**config.mk**
```make
export PLATFORM = sky130hd
export DESIGN_NAME = vec_lsu_sequencer
export DESIGN_NICKNAME = d
export VERILOG_FILES = /design/src/rtl/vec_lsu_sequencer.sv
export SDC_FILE = /design/constraint.sdc
export NUM_CORES = 1
export LEC_CHECK = 0
export CORE_UTILIZATION = 50
export CTS_BUF_LIST = sky130_fd_sc_hd__clkbuf_4 sky130_fd_sc_hd__clkbuf_8
export CTS_CLUSTER_SIZE = 8
export DETAILED_ROUTE_END_ITERATION = 6
export PLACE_DENSITY = 0.79
export SYNTH_ARGS = -nofsm -noshare
export SYNTH_HDL_FRONTEND = slang
export SYNTH_SLANG_ARGS = --single-unit
export TNS_END_PERCENT = 50
```
**constraint.sdc**
```tcl
create_clock -name clk -period 7.3 [get_ports clk]
set_input_delay 1.095 -clock clk [delete_from_list [all_inputs] [get_ports clk]]
set_output_delay 1.095 -clock clk [all_outputs]
set_load 0.01 [all_outputs]
```
**src/rtl/vec_lsu_sequencer.sv**
```systemverilog
// Vector load/store sequencer: turns one vector memory instruction into per-element requests.
// Optional WAIT_RSP watchdog enabled by defining VEC_LSU_TIMEOUT_EN.
module vec_lsu_sequencer #(
  parameter int unsigned XLEN    = 32,
  parameter int unsigned VL_W    = 9,
  parameter int unsigned TIMEOUT = 64
) (
  input  logic            clk,
  input  logic            reset,
  input  logic            start,
  input  logic            ld_inst,
  input  logic            st_inst,
  input  logic            stride_sel,
  input  logic            index_str,
  input  logic [XLEN-1:0] base_addr,
  input  logic [XLEN-1:0] stride,
  input  logic [1:0]      eew,
  input  logic [VL_W-1:0] vl,
  input  logic [XLEN-1:0] idx_offset,
  output logic [VL_W-1:0] elem_idx,
  output logic            mem_req_valid,
  input  logic            mem_req_ready,
  output logic [XLEN-1:0] mem_addr,
  output logic            mem_we,
  output logic [1:0]      mem_size,
  input  logic            mem_rsp_valid,
  output logic            vrf_wr_en,
  output logic            busy,
  output logic            done,
  output logic            err
);

  typedef enum logic [1:0] {IDLE, REQ, WAIT_RSP, DONE} state_t;

  state_t          state;
  logic [XLEN-1:0] base_q;
  logic [XLEN-1:0] addr_q;
  logic [XLEN-1:0] step_q;
  logic [VL_W-1:0] vl_q;
  logic            indexed_q;
  logic            load_q;
  logic [1:0]      shift_c;
  logic [XLEN-1:0] idx_addr_c;
  logic            last_c;

  if (TIMEOUT < 1) begin : g_bad_timeout
    $error("vec_lsu_sequencer: TIMEOUT must be at least 1");
  end

`ifdef VEC_LSU_TIMEOUT_EN
  localparam int unsigned CNT_W = $clog2(TIMEOUT + 1);
  logic [CNT_W-1:0] wait_cnt;
`endif

  always_comb begin
    shift_c    = (eew == 2'b11) ? 2'd2 : eew;
    idx_addr_c = base_q + idx_offset;
    last_c     = (elem_idx == VL_W'(vl_q - VL_W'(1)));
  end

  // Indexed mode presents base+idx_offset while the VRF drives the index for elem_idx.
  assign mem_addr  = (indexed_q && state == REQ) ? idx_addr_c : addr_q;
  // Writeback strobe coincides with the returning load data.
  assign vrf_wr_en = (state == WAIT_RSP) && mem_rsp_valid && load_q;

  always_ff @(posedge clk) begin
    if (reset) begin
      state         <= IDLE;
      base_q        <= '0;
      addr_q        <= '0;
      step_q        <= '0;
      vl_q          <= '0;
      indexed_q     <= 1'b0;
      load_q        <= 1'b0;
      elem_idx      <= '0;
      mem_req_valid <= 1'b0;
      mem_we        <= 1'b0;
      mem_size      <= 2'b00;
      busy          <= 1'b0;
      done          <= 1'b0;
      err           <= 1'b0;
`ifdef VEC_LSU_TIMEOUT_EN
      wait_cnt      <= '0;
`endif
    end else begin
      done <= 1'b0;
      err  <= 1'b0;
      case (state)
        IDLE: begin
          if (start) begin
            base_q    <= base_addr;
            addr_q    <= base_addr;
            step_q    <= stride_sel ? (XLEN'(1) << shift_c) : stride;
            vl_q      <= vl;
            indexed_q <= index_str;
            load_q    <= ld_inst & ~st_inst;
            mem_we    <= st_inst & ~ld_inst;
            mem_size  <= eew;
            elem_idx  <= '0;
            busy      <= 1'b1;
            // Empty or ambiguous instructions complete without touching memory.
            if (vl != '0 && (ld_inst ^ st_inst)) begin
              state         <= REQ;
              mem_req_valid <= 1'b1;
            end else begin
              state <= DONE;
            end
          end
        end
        REQ: begin
          if (mem_req_ready) begin
            mem_req_valid <= 1'b0;
            state         <= WAIT_RSP;
            if (indexed_q) addr_q <= idx_addr_c;
`ifdef VEC_LSU_TIMEOUT_EN
            wait_cnt <= '0;
`endif
          end
        end
        WAIT_RSP: begin
          if (mem_rsp_valid) begin
            if (last_c) begin
              state <= DONE;
            end else begin
              elem_idx      <= elem_idx + VL_W'(1);
              addr_q        <= addr_q + step_q;
              mem_req_valid <= 1'b1;
              state         <= REQ;
            end
          end
`ifdef VEC_LSU_TIMEOUT_EN
          else if (wait_cnt == CNT_W'(TIMEOUT - 1)) begin
            state <= IDLE;
            busy  <= 1'b0;
            err   <= 1'b1;
          end else begin
            wait_cnt <= wait_cnt + CNT_W'(1);
          end
`endif
        end
        DONE: begin
          done  <= 1'b1;
          busy  <= 1'b0;
          state <= IDLE;
        end
        default: state <= IDLE;
      endcase
    end
  end

endmodule
```
# [Word level (Yosys, flattened, before mapping)]
# Cells that the tools add are included.
[op_classes] n_mux=28 reduce_logical=15 add_sub_neg=4 shift=1 eq_ne=11 bitwise=5
[ops] operator="$mux 32" n=7
[ops] operator="$pmux 32 s3" n=1
[ops] operator="$add 32x32->32" n=2
[ops] operator="$shl 1x2->32 const A" n=1
[ops] operator="$mux 9" n=3
[ops] operator="$pmux 9 s2" n=1
[ops] operator="$mux 2" n=6
[ops] operator="$ne 2x2->1 const B" n=6
[ops] operator="$reduce_and 6->1" n=2
[ops] operator="$add 9x1->9 const B" n=1
[ops] operator="$eq 9x9->1" n=1
[ops] operator="$reduce_bool 9->1" n=1
[ops] operator="$sub 9x1->9 const B" n=1
[ops] operator="$pmux 2 s4" n=1
[ops] operator="$mux 1" n=7
[ops] operator="$eq 2x2->1 const B" n=3
[ops] operator="$logic_and 1x1->1" n=4
[ops] operator="$reduce_and 2->1" n=2
[ops] operator="$reduce_and 4->1" n=1
[ops] operator="$reduce_bool 2->1" n=2
[ops] operator="$pmux 1 s3" n=1
[ops] operator="$reduce_and 3->1" n=1
[ops] operator="$reduce_bool 3->1" n=1
[ops] operator="$and 1x1->1" n=2
[ops] operator="5 further kinds" n=6
[totals] elab_cells=77 output_inout_bits=49 ff_bits=124 inputBits=116

# [Longest topological paths before layout]
# Gate-level depths: netlist of the first run.
[logic_depth] word_depth=5 depth_mapped=11 depth_no_buf=11

# [Worst setup path after synthesis of the first run]
# No wires, ideal clock.
[synth_timing] kind="input to output" from="input port idx_offset[0]" to="output port mem_addr[26]" path_buffers=0 path_stages=10 path_slack_ns=2.851 required_ns=6.205 arrival_time_ns=3.354 cell_sequence="ha_1 fa_1 a211oi_1 o21ai_0 a21oi_1 a211o_1 nand2_1 a221oi_1 xor2_1 o21ai_0"
[synth_between] elab_chain_cells=2
[synth_rtl] item="from (decl)" line_no="19" text="input logic [XLEN-1:0] idx_offset,"
[synth_rtl] item="$add 32x32->32" line_no="57" text="idx_addr_c = base_q + idx_offset;"
[synth_rtl] item="$mux 32" line_no="62" text="assign mem_addr = (indexed_q && state == REQ) ? idx_addr_c : addr_q;"
[synth_rtl] item="to (decl)" line_no="23" text="output logic [XLEN-1:0] mem_addr,"
# Every way passes these cells.

# [Worst setup path in the final report of the first run]
# Ends and elaborated chain as after synthesis.

==> results of run 1 <==
per-stage QoR:
step                util [%]  power [mW]  cell area (sq um)
floorplan                  -        2.37               9590
global placement        60.0        3.02              11300
detailed placement      60.0        3.05              11300
CTS                     62.2        3.72              11700
global route            62.2        3.98              11700
finish                  62.2        3.76              11700
routing by layer:
| layer | up-vias | routed length (microns) | GRT usage [%] |
|---|---|---|---|
| li1 | 4921 | - | - |
| met1 | 4688 | 14200 | 44.3 |
| met2 | 508 | 13600 | 48.6 |
| met3 | 45 | 2770 | 6.43 |
| met4 | 0 | 473 | 7.44 |
| met5 | - | 0 | 0 |
area by class of cell:
type	count	area share, %
Clock buffer	17	2.00
Clock inverter	15	1.63
Inverter	35	1.12
Multi-Input combinational cell	1053	57.0
Sequential cell	124	21.3
Tap cell	234	2.51
Timing Repair Buffer	171	14.5
path summary, 6_finish.rpt:
| check | slack, ns | depth (start not counted) | to |
|---|---|---|---|
| setup reg to reg | 3.95 | 10 | addr_q[24] |
| hold reg to reg | 0.46 | 2 | step_q[22] |
| hold / removal | 0.46 | 2 | step_q[22] |
| setup / recovery | 1.46 | 12 | mem_addr[26] |
tightest hold or removal path, cell delays in order, from the launching register on:
cell and delay, ns:
sky130_fd_sc_hd__dfxtp_1 0.31, sky130_fd_sc_hd__nand2_1 0.05, sky130_fd_sc_hd__a21oi_1 0.05
logic make-up after synthesis:
kind of cell / count (synthesis)
AOI/OAI and AO/OA: 423
xor gates and xnor gates: 62
adders and majority gates: 72
buffers and inverters: 114
DFF: 124
muxes: 25
other: 1
and+or+nand+nor: 470
power groups by stage:
stage | registers [mW] | logic (mW) | clock network [mW]
detailed placement | 0.978 | 2.07 | 0
global route | 0.985 | 2.29 | 0.703
floorplan | 0.929 | 1.44 | 0
finish | 0.969 | 2.12 | 0.669
CTS | 0.964 | 2.09 | 0.670
global placement | 0.974 | 2.05 | 0
placed cells by master (no fill, tap or decap), types with 8 or more instances in the layout:
cell,instances
sky130_fd_sc_hd__o221ai_1,9
sky130_fd_sc_hd__or3_1,12
sky130_fd_sc_hd__a221oi_1,18
sky130_fd_sc_hd__clkdlybuf4s50_1,162
sky130_fd_sc_hd__nand4_1,13
sky130_fd_sc_hd__nor2_1,71
sky130_fd_sc_hd__o211ai_1,21
sky130_fd_sc_hd__a21o_1,30
sky130_fd_sc_hd__dfxtp_1,124
sky130_fd_sc_hd__and3_1,13
sky130_fd_sc_hd__clkbuf_8,17
sky130_fd_sc_hd__ha_1,70
sky130_fd_sc_hd__o21a_1,8
sky130_fd_sc_hd__a21oi_1,159
sky130_fd_sc_hd__xor2_1,21
sky130_fd_sc_hd__o21ai_0,64
sky130_fd_sc_hd__a211oi_1,22
sky130_fd_sc_hd__mux2i_1,8
sky130_fd_sc_hd__nand3b_1,31
sky130_fd_sc_hd__a31oi_1,17
sky130_fd_sc_hd__nand2b_1,10
sky130_fd_sc_hd__nand2_1,236
sky130_fd_sc_hd__o21bai_1,9
sky130_fd_sc_hd__or2_2,8
sky130_fd_sc_hd__xnor2_1,41
sky130_fd_sc_hd__nand3_1,25
sky130_fd_sc_hd__buf_4,9
sky130_fd_sc_hd__nor3_1,29
sky130_fd_sc_hd__inv_1,35
sky130_fd_sc_hd__mux2_2,17
state kept, by name, indices dropped and copies added, names as in the netlist:
name and flops:
addr_q 32, base_q 32, step_q 32, elem_idx 9
vl_q 9, mem_size 2, state 2, busy 1
done 1, indexed_q 1, load_q 1, mem_req_valid 1
mem_we 1
==> metrics.json, run 1 <==
{
  "clock_insertion_delay_at_the_later_pin_of_the_skew_report_ns": 0.46,
  "synthesis.area_sq_um": 9590,
  "power_density_nw_per_um2": 322,
  "instances_no_fill": 1649,
  "largest_net_degree_at_the_start_of_global_routing": 67,
  "grt_setup_unrepaired": "false",
  "critical-path-max-stage-delay_ns": 0.57,
  "cts_max_level": 4,
  "grt.overflow.total": 0,
  "power.ir.vdd_worst_mv": 0.240,
  "vias_in_the_first_global_route": 9271,
  "power_frac_seq_pct": 25.8,
  "critPathArrivalTime_ns": 4.75,
  "post-route-period-util_pct": 80.1,
  "syn_area_per_cell_sq_um": 7.43,
  "cts-hold-fix-buffers": 0,
  "clock-sinks": 124,
  "path_clk_slew_ns": 0.07,
  "yosys.area_share.simple_pct": 22.7,
  "multi_input_area_sq_um": 6660,
  "holdCritPathClass": "reg2reg",
  "status": "complete, but fails checks",
  "synth_seq_area_share_pct": 25.9,
  "report.final.slew_viol_count": 0,
  "worst_path_max_delay_cell": "sky130_fd_sc_hd__clkdlybuf4s50_1",
  "regArea_sq_um": 2480,
  "synth_top_cell_area_share_pct": 25.9,
  "synth_most_common_cell": "sky130_fd_sc_hd__nand2_1",
  "wire_length_of_the_first_global_routing_pass_microns": 49000,
  "max_freq_mhz": 171,
  "critical_path.reg2reg.startpoint": "state[0]",
  "detail_route.wirelength_microns": 31000,
  "startpoint_of_the_tightest_hold_check_path": "step_q[22]",
  "worst_setup_path_start_kind": "input port",
  "cts.root.buffer_cell": "sky130_fd_sc_hd__clkbuf_8",
  "ys_top_cells_by_area": "sky130_fd_sc_hd__dfxtp_1 26%, sky130_fd_sc_hd__nand2_1 9.3%, sky130_fd_sc_hd__ha_1 9.1%",
  "fraction_of_power_consumed_by_combinational_cells_pct": 56.4,
  "ranking_of_synthesized_cells_by_instance_count": "237 x sky130_fd_sc_hd__nand2_1, 159 x sky130_fd_sc_hd__a21oi_1, 124 x sky130_fd_sc_hd__dfxtp_1",
  "synth_area_leader_cell": "sky130_fd_sc_hd__dfxtp_1",
  "detailroute.via_count": 10200,
  "post-place-cells": 1617,
  "final_period_minus_worst_setup_slack_ns": 5.84,
  "fraction_of_final_layout_cells_with_drive_strength_greater_than_1_pct": 5.51,
  "synth_ff_type": "sky130_fd_sc_hd__dfxtp_1",
  "setup_viol": 0,
  "synth.lib_cells_used.distinct": 70,
  "critical-path-top-delay-family": "compound AO/OA/AOI/OAI gates",
  "timing.critical_path.cells": "clkdlybuf4s50_1 -> ha_1 -> fa_1 -> a211oi_1 -> o21ai_0 -> a21oi_1 -> a211o_1 -> nand2_1 -> a221oi_1 -> xor2_1 -> o21ai_0 -> clkdlybuf4s50_1",
  "fin_tns_setup_ns": 0,
  "placement.setup.worst_slack_ns": 1.45,
  "critical_setup_path_kind": "in2out",
  "synthesis.nets": 1479,
  "postSynthCellCount": 1291,
  "synth-adder-area-share_pct": 9.55,
  "die-area_sq_um": 19700,
  "remaining_antenna_violation_count_after_routing": 0,
  "start_util_pct": 51.1,
  "floorplan.die.height_microns": 141,
  "synth_compound_gate_area_share_pct": 28.6,
  "power.share.switching_pct": 46.4,
  "yosys_warnings": 0,
  "slew_headroom_pct": 34.3,
  "maxCapViolCount": 0,
  "dieWidth_microns": 141,
  "dr.first_iter.drc_count": 850,
  "wl_per_cell_microns": 18.8,
  "postcts_resize_cnt": 0,
  "end_kind": "primary output",
  "gp_congestion": 0.946,
  "worst_path_fanout_max": 3,
  "synth_top_family_by_area": "compound AO/OA/AOI/OAI gates",
  "synth_mux_area_share_pct": 2.83,
  "syn2layout_area_growth_pct": 21.8,
  "placement.io_buffers": 163,
  "fill_cell_count": 1727,
  "layout.nets": 1590,
  "skew_ns": 0.0136,
  "count_of_flip_flops_with_a_built_in_enable_after_synthesis": 0,
  "coreArea_sq_um": 18800,
  "layout_setup_ws_ns": 1.46,
  "clock_tree.buffer_depth": 2,
  "internal_power_mw": 2.01,
  "initial_antenna_violation_count": 0,
  "total_leakage_power_nw": 4.57,
  "fp-row-count": 50,
  "drc_errors": 1,
  "drt_pre_antenna_iters": 7,
  "timing.final.hold_violations": 0,
  "critPathRequiredTime_ns": 6.20,
  "whs_ns": 0.461,
  "switching_power_summed_over_all_nets_mw": 1.74,
  "clock_power_share_pct": 17.8,
  "route.detailed.vias_per_inst": 6.16,
  "tritoncts_clock_tree": "built",
  "dp.final_hpwl_microns": 22800,
  "synth-xor-area-share_pct": 5.66,
  "failed_checks": "design-rule violations",
  "floorplan.io_pins": 165,
  "globalRouteTotalUtil_pct": 31.3,
  "num_cts_buffers": 17,
  "crit_path_start": "idx_offset[0]",
  "ys_ff_latch": 124,
  "timing_worst_slew_pin_value_ns": 0.983,
  "cts_post_setup_buffers_inserted": 0,
  "insertedDiodeCount": 0,
  "cp_num_buf_inv": 2,
  "synthArstFlopShare_pct": 0
}
Power figures use the tool's default switching activity.
==> inputs of run 2 (changes only) <==
--- a/config.mk
+++ b/config.mk
@@ -9,7 +9,7 @@
 export CTS_BUF_LIST = sky130_fd_sc_hd__clkbuf_4 sky130_fd_sc_hd__clkbuf_8
 export CTS_CLUSTER_SIZE = 8
 export DETAILED_ROUTE_END_ITERATION = 6
-export PLACE_DENSITY = 0.79
+export PLACE_DENSITY = 0.82
 export SYNTH_ARGS = -nofsm -noshare
 export SYNTH_HDL_FRONTEND = slang
 export SYNTH_SLANG_ARGS = --single-unit
==> constraint.sdc (replaced) <==
create_clock -name clk -period 5.2 [get_ports clk]
set_input_delay 0.78 -clock clk [delete_from_list [all_inputs] [get_ports clk]]
set_output_delay 0.78 -clock clk [all_outputs]
set_load 0.01 [all_outputs]
==> run 2 against run 1 <==
  * Highest routed layer unchanged
  * Worst hold slack got worse by 0.0081 ns
  * Sequential share of layout area about the same
  * Clock power increased by 24%
  * The run now ends clean
  * Total power rose by 38%
  * Count of clock-buffer cells in the layout is 2 higher
  * Global-route usage rose by 0.29 points
  * Critical path depth down 1
  * First-iteration DRC count fell by 9.4%
  * Non-clock buffer count increased by 2
  * Largest cell class unchanged
==> metrics.json, run 2 (synthesized netlist as in run 1, its figures left out) <==
{
  "insertedDiodeCount": {"value": 0, "change": "unchanged"},
  "cts_max_level": {"value": 4, "change": "unchanged"},
  "power_frac_seq": {"value": 26.3, "unit": "%", "change": "was 25.8%"},
  "vias_in_the_first_global_route": {"value": 9715, "change": "was 9271"},
  "remaining_antenna_violation_count_after_routing": {"value": 0, "change": "unchanged"},
  "worst_path_fanout_max": {"value": 5, "change": "was 3"},
  "total_leakage_power": {"value": 4.56, "unit": "nW", "change": "was 4.57 nW"},
  "holdCritPathClass": {"value": "reg2reg", "change": "unchanged"},
  "fp-row-count": {"value": 50, "change": "unchanged"},
  "power_density": {"value": 444, "unit": "nW/um^2", "change": "was 322 nW/um^2"},
  "setup_viol": {"value": 0, "change": "unchanged"},
  "detail_route.wirelength": {"value": 31000, "unit": "microns", "change": "about the same"},
  "clock_tree.buffer_depth": {"value": 2, "change": "unchanged"},
  "cp_num_buf_inv": {"value": 2, "change": "unchanged"},
  "finalInstanceArea": {"value": 11700, "unit": "sq um", "change": "about the same"},
  "most_frequent_cells_in_the_layout": {"value": "236 x sky130_fd_sc_hd__nand2_1, 162 x sky130_fd_sc_hd__clkdlybuf4s50_1, 159 x sky130_fd_sc_hd__a21oi_1", "change": "unchanged"},
  "placement.io_buffers": {"value": 163, "change": "unchanged"},
  "fin_tns_setup": {"value": 0, "unit": "ns", "change": "unchanged"},
  "power.ir.vdd_worst": {"value": 0.246, "unit": "mV", "change": "was 0.240 mV"},
  "clock_power_share": {"value": 16.0, "unit": "%", "change": "was 17.8%"},
  "syn2layout_area_growth": {"value": 21.6, "unit": "%", "change": "was 21.8%"},
  "maxCapViolCount": {"value": 0, "change": "unchanged"},
  "cts_post_setup_buffers_inserted": {"value": 0, "change": "unchanged"},
  "fraction_of_final_layout_cells_with_drive_strength_greater_than_1": {"value": 5.86, "unit": "%", "change": "was 5.51%"},
  "timing.critical_path.cells": {"value": "clkdlybuf4s50_1 -> ha_1 -> o21ai_0 -> o21ai_0 -> nand2b_1 -> a21oi_1 -> nor4_1 -> o31a_1 -> or3_1 -> mux2_2 -> clkdlybuf4s50_1", "change": "was clkdlybuf4s50_1 -> ha_1 -> fa_1 -> a211oi_1 -> o21ai_0 -> a21oi_1 -> a211o_1 -> nand2_1 -> a221oi_1 -> xor2_1 -> o21ai_0 -> clkdlybuf4s50_1"},
  "dp.final_hpwl": {"value": 23100, "unit": "microns", "change": "was 22800 microns"},
  "switching_power_summed_over_all_nets": {"value": 2.43, "unit": "mW", "change": "was 1.74 mW"},
  "cts-hold-fix-buffers": {"value": 0, "change": "unchanged"},
  "drc_errors": {"value": 0, "change": "was 1"},
  "critical_setup_path_kind": {"value": "in2out", "change": "unchanged"},
  "status": {"value": "complete, no violations", "change": "was complete, but fails checks"},
  "most_common_library_cell_in_the_layout_ignoring_fill_and_taps": {"value": "sky130_fd_sc_hd__nand2_1", "change": "unchanged"},
  "drt_pre_antenna_iters": {"value": 5, "change": "was 7"},
  "globalRouteTotalUtil": {"value": 31.6, "unit": "%", "change": "was 31.3%"},
  "floorplan.die.height": {"value": 141, "unit": "microns", "change": "unchanged"},
  "skew": {"value": 0.0116, "unit": "ns", "change": "was 0.0136 ns"},
  "max_freq_mhz": 197,
  "grt_setup_unrepaired": {"value": "false", "change": "unchanged"},
  "report.final.slew_viol_count": {"value": 0, "change": "unchanged"},
  "finalCoreUtilization": {"value": 62.1, "unit": "%", "change": "was 62.2%"},
  "detailroute.via_count": {"value": 10300, "change": "was 10200"},
  "power.share.switching": {"value": 46.9, "unit": "%", "change": "was 46.4%"},
  "fraction_of_power_consumed_by_combinational_cells": {"value": 57.7, "unit": "%", "change": "was 56.4%"},
  "timing_worst_slew_pin_value": {"value": 0.957, "unit": "ns", "change": "was 0.983 ns"},
  "gp_congestion": {"value": 1.01, "change": "was 0.946"},
  "route.detailed.vias_per_inst": {"value": 6.22, "change": "was 6.16"},
  "critical-path-max-stage-delay": {"value": 0.48, "unit": "ns", "change": "was 0.57 ns"},
  "end_kind": {"value": "primary output", "change": "unchanged"},
  "wl_per_cell": {"value": 18.8, "unit": "microns", "change": "about the same"},
  "initial_antenna_violation_count": {"value": 0, "change": "unchanged"},
  "floorplan.io_pins": {"value": 165, "change": "unchanged"},
  "internal_power": {"value": 2.75, "unit": "mW", "change": "was 2.01 mW"},
  "placed_instance_area": {"value": 11300, "unit": "sq um", "change": "about the same"},
  "slew_headroom": {"value": 36.2, "unit": "%", "change": "was 34.3%"},
  "timing.final.hold_violations": {"value": 0, "change": "unchanged"},
  "tritoncts_clock_tree": {"value": "built", "change": "unchanged"},
  "worst_path_max_delay_cell": {"value": "sky130_fd_sc_hd__clkdlybuf4s50_1", "change": "unchanged"},
  "layout.nets": {"value": 1592, "change": "was 1590"},
  "path_clk_slew": {"value": 0.08, "unit": "ns", "change": "was 0.07 ns"},
  "whs": {"value": 0.453, "unit": "ns", "change": "was 0.461 ns"},
  "dr.first_iter.drc_count": {"value": 770, "change": "was 850"},
  "fill_cell_count": {"value": 1749, "change": "was 1727"},
  "grt.overflow.total": {"value": 0, "change": "unchanged"},
  "num_cts_buffers": {"value": 17, "change": "unchanged"},
  "die-area": {"value": 19700, "unit": "sq um", "change": "unchanged"},
  "critPathRequiredTime": {"value": 4.42, "unit": "ns", "change": "was 6.20 ns"},
  "clock-sinks": {"value": 124, "change": "unchanged"},
  "coreArea": {"value": 18800, "unit": "sq um", "change": "unchanged"},
  "largest_net_degree_at_the_start_of_global_routing": {"value": 65, "change": "was 67"},
  "worst_setup_path_start_kind": {"value": "input port", "change": "unchanged"},
  "postcts_resize_cnt": {"value": 0, "change": "unchanged"},
  "dieWidth": {"value": 141, "unit": "microns", "change": "unchanged"},
  "wire_length_of_the_first_global_routing_pass": {"value": 49800, "unit": "microns", "change": "was 49000 microns"},
  "start_util": {"value": 51.1, "unit": "%", "change": "unchanged"},
  "critPathArrivalTime": {"value": 4.28, "unit": "ns", "change": "was 4.75 ns"},
  "final_period_minus_worst_setup_slack_ns": 5.06,
  "clock_insertion_delay_at_the_later_pin_of_the_skew_report": {"value": 0.46, "unit": "ns", "change": "about the same"},
  "largest_registers": {"value": "addr_q (32), base_q (32), step_q (32)", "change": "unchanged"},
  "post-route-period-util_pct": 97.4,
  "cts.root.buffer_cell": {"value": "sky130_fd_sc_hd__clkbuf_8", "change": "unchanged"},
  "critical-path-top-delay-family": {"value": "compound AO/OA/AOI/OAI gates", "change": "unchanged"}
}
## run 2: cell count changes in the layout (fill, tap and decap cells not counted), sizes merged
cell	delta
clkinvlp	+3
buf	+2
bufinv	-2
clkbuf	+2
inv	-2
clkinv	-1
## run 2: metrics by stage
| stage | cells | setup slack (ns) | total power [mW] |
|---|---|---|---|
| floorplan | 1291 | 1.38 | 3.33 |
| global placement | 1619 | 0.126 | 4.24 |
| detailed placement | 1619 | 0.0955 | 4.29 |
| CTS | 1651 | 0.0782 | 5.12 |
| global route | 1651 | 0.00234 | 5.51 |
| finish | 1651 | 0.136 | 5.18 |
## run 2: worst paths after layout
path / endpoint / slack, ns / startpoint / cells past startpoint
worst min-delay path: load_q / 0.45 / load_q / 2
worst max register to register: addr_q[24] / 1.39 / state[0] / 10
worst min register to register: load_q / 0.45 / load_q / 2
worst max-delay path: mem_addr[31] / 0.14 / idx_offset[2] / 11
## run 2: tightest hold or removal path: cells and delay by family (launching register included)
family | cells | cell delay [ns]
AOI/OAI and AO/OA | 1 | 0.05
DFF | 1 | 0.31
and+or+nand+nor | 1 | 0.05
## run 2: layer usage
layer / global-route usage [%] / routed length, microns / vias to the layer above
li1: - / - / 4929
met3: 7.15 / 3060 / 48
met4: 9.38 / 586 / 0
met2: 49.9 / 13700 / 519
met1: 42.9 / 13700 / 4774
met5: 0 / 0 / -
## run 2: cell type report
type / count / area [sq um] / share of cell area, %
multi-input cells: 1053 / 6680 / 57.3
flip-flops and latches: 124 / 2480 / 21.3
clock buffers: 19 / 255 / 2.19
well taps: 234 / 293 / 2.51
inverters: 35 / 131 / 1.13
clock inverters: 13 / 120 / 1.03
repair buffers: 173 / 1700 / 14.6
## run 2: power by group through the flow
stage / Clock (mW) / Sequential, mW / Combinational, mW
6_report: 0.830 / 1.36 / 2.99
5_1_grt: 0.872 / 1.38 / 3.25
4_1_cts: 0.835 / 1.36 / 2.93
3_5_place_dp: 0 / 1.37 / 2.92
3_3_place_gp: 0 / 1.37 / 2.88
2_1_floorplan: 0 / 1.30 / 2.03
==> inputs of run 3 (changes only) <==
--- a/config.mk
+++ b/config.mk
@@ -5,6 +5,7 @@
 export SDC_FILE = /design/constraint.sdc
 export NUM_CORES = 1
 export LEC_CHECK = 0
+export ABC_CLOCK_PERIOD_IN_PS = 5200
 export CORE_UTILIZATION = 50
 export CTS_BUF_LIST = sky130_fd_sc_hd__clkbuf_4 sky130_fd_sc_hd__clkbuf_8
 export CTS_CLUSTER_SIZE = 8
==> results of run 3 <==
Final layout, timing and power as in run 2 (identical DEF).
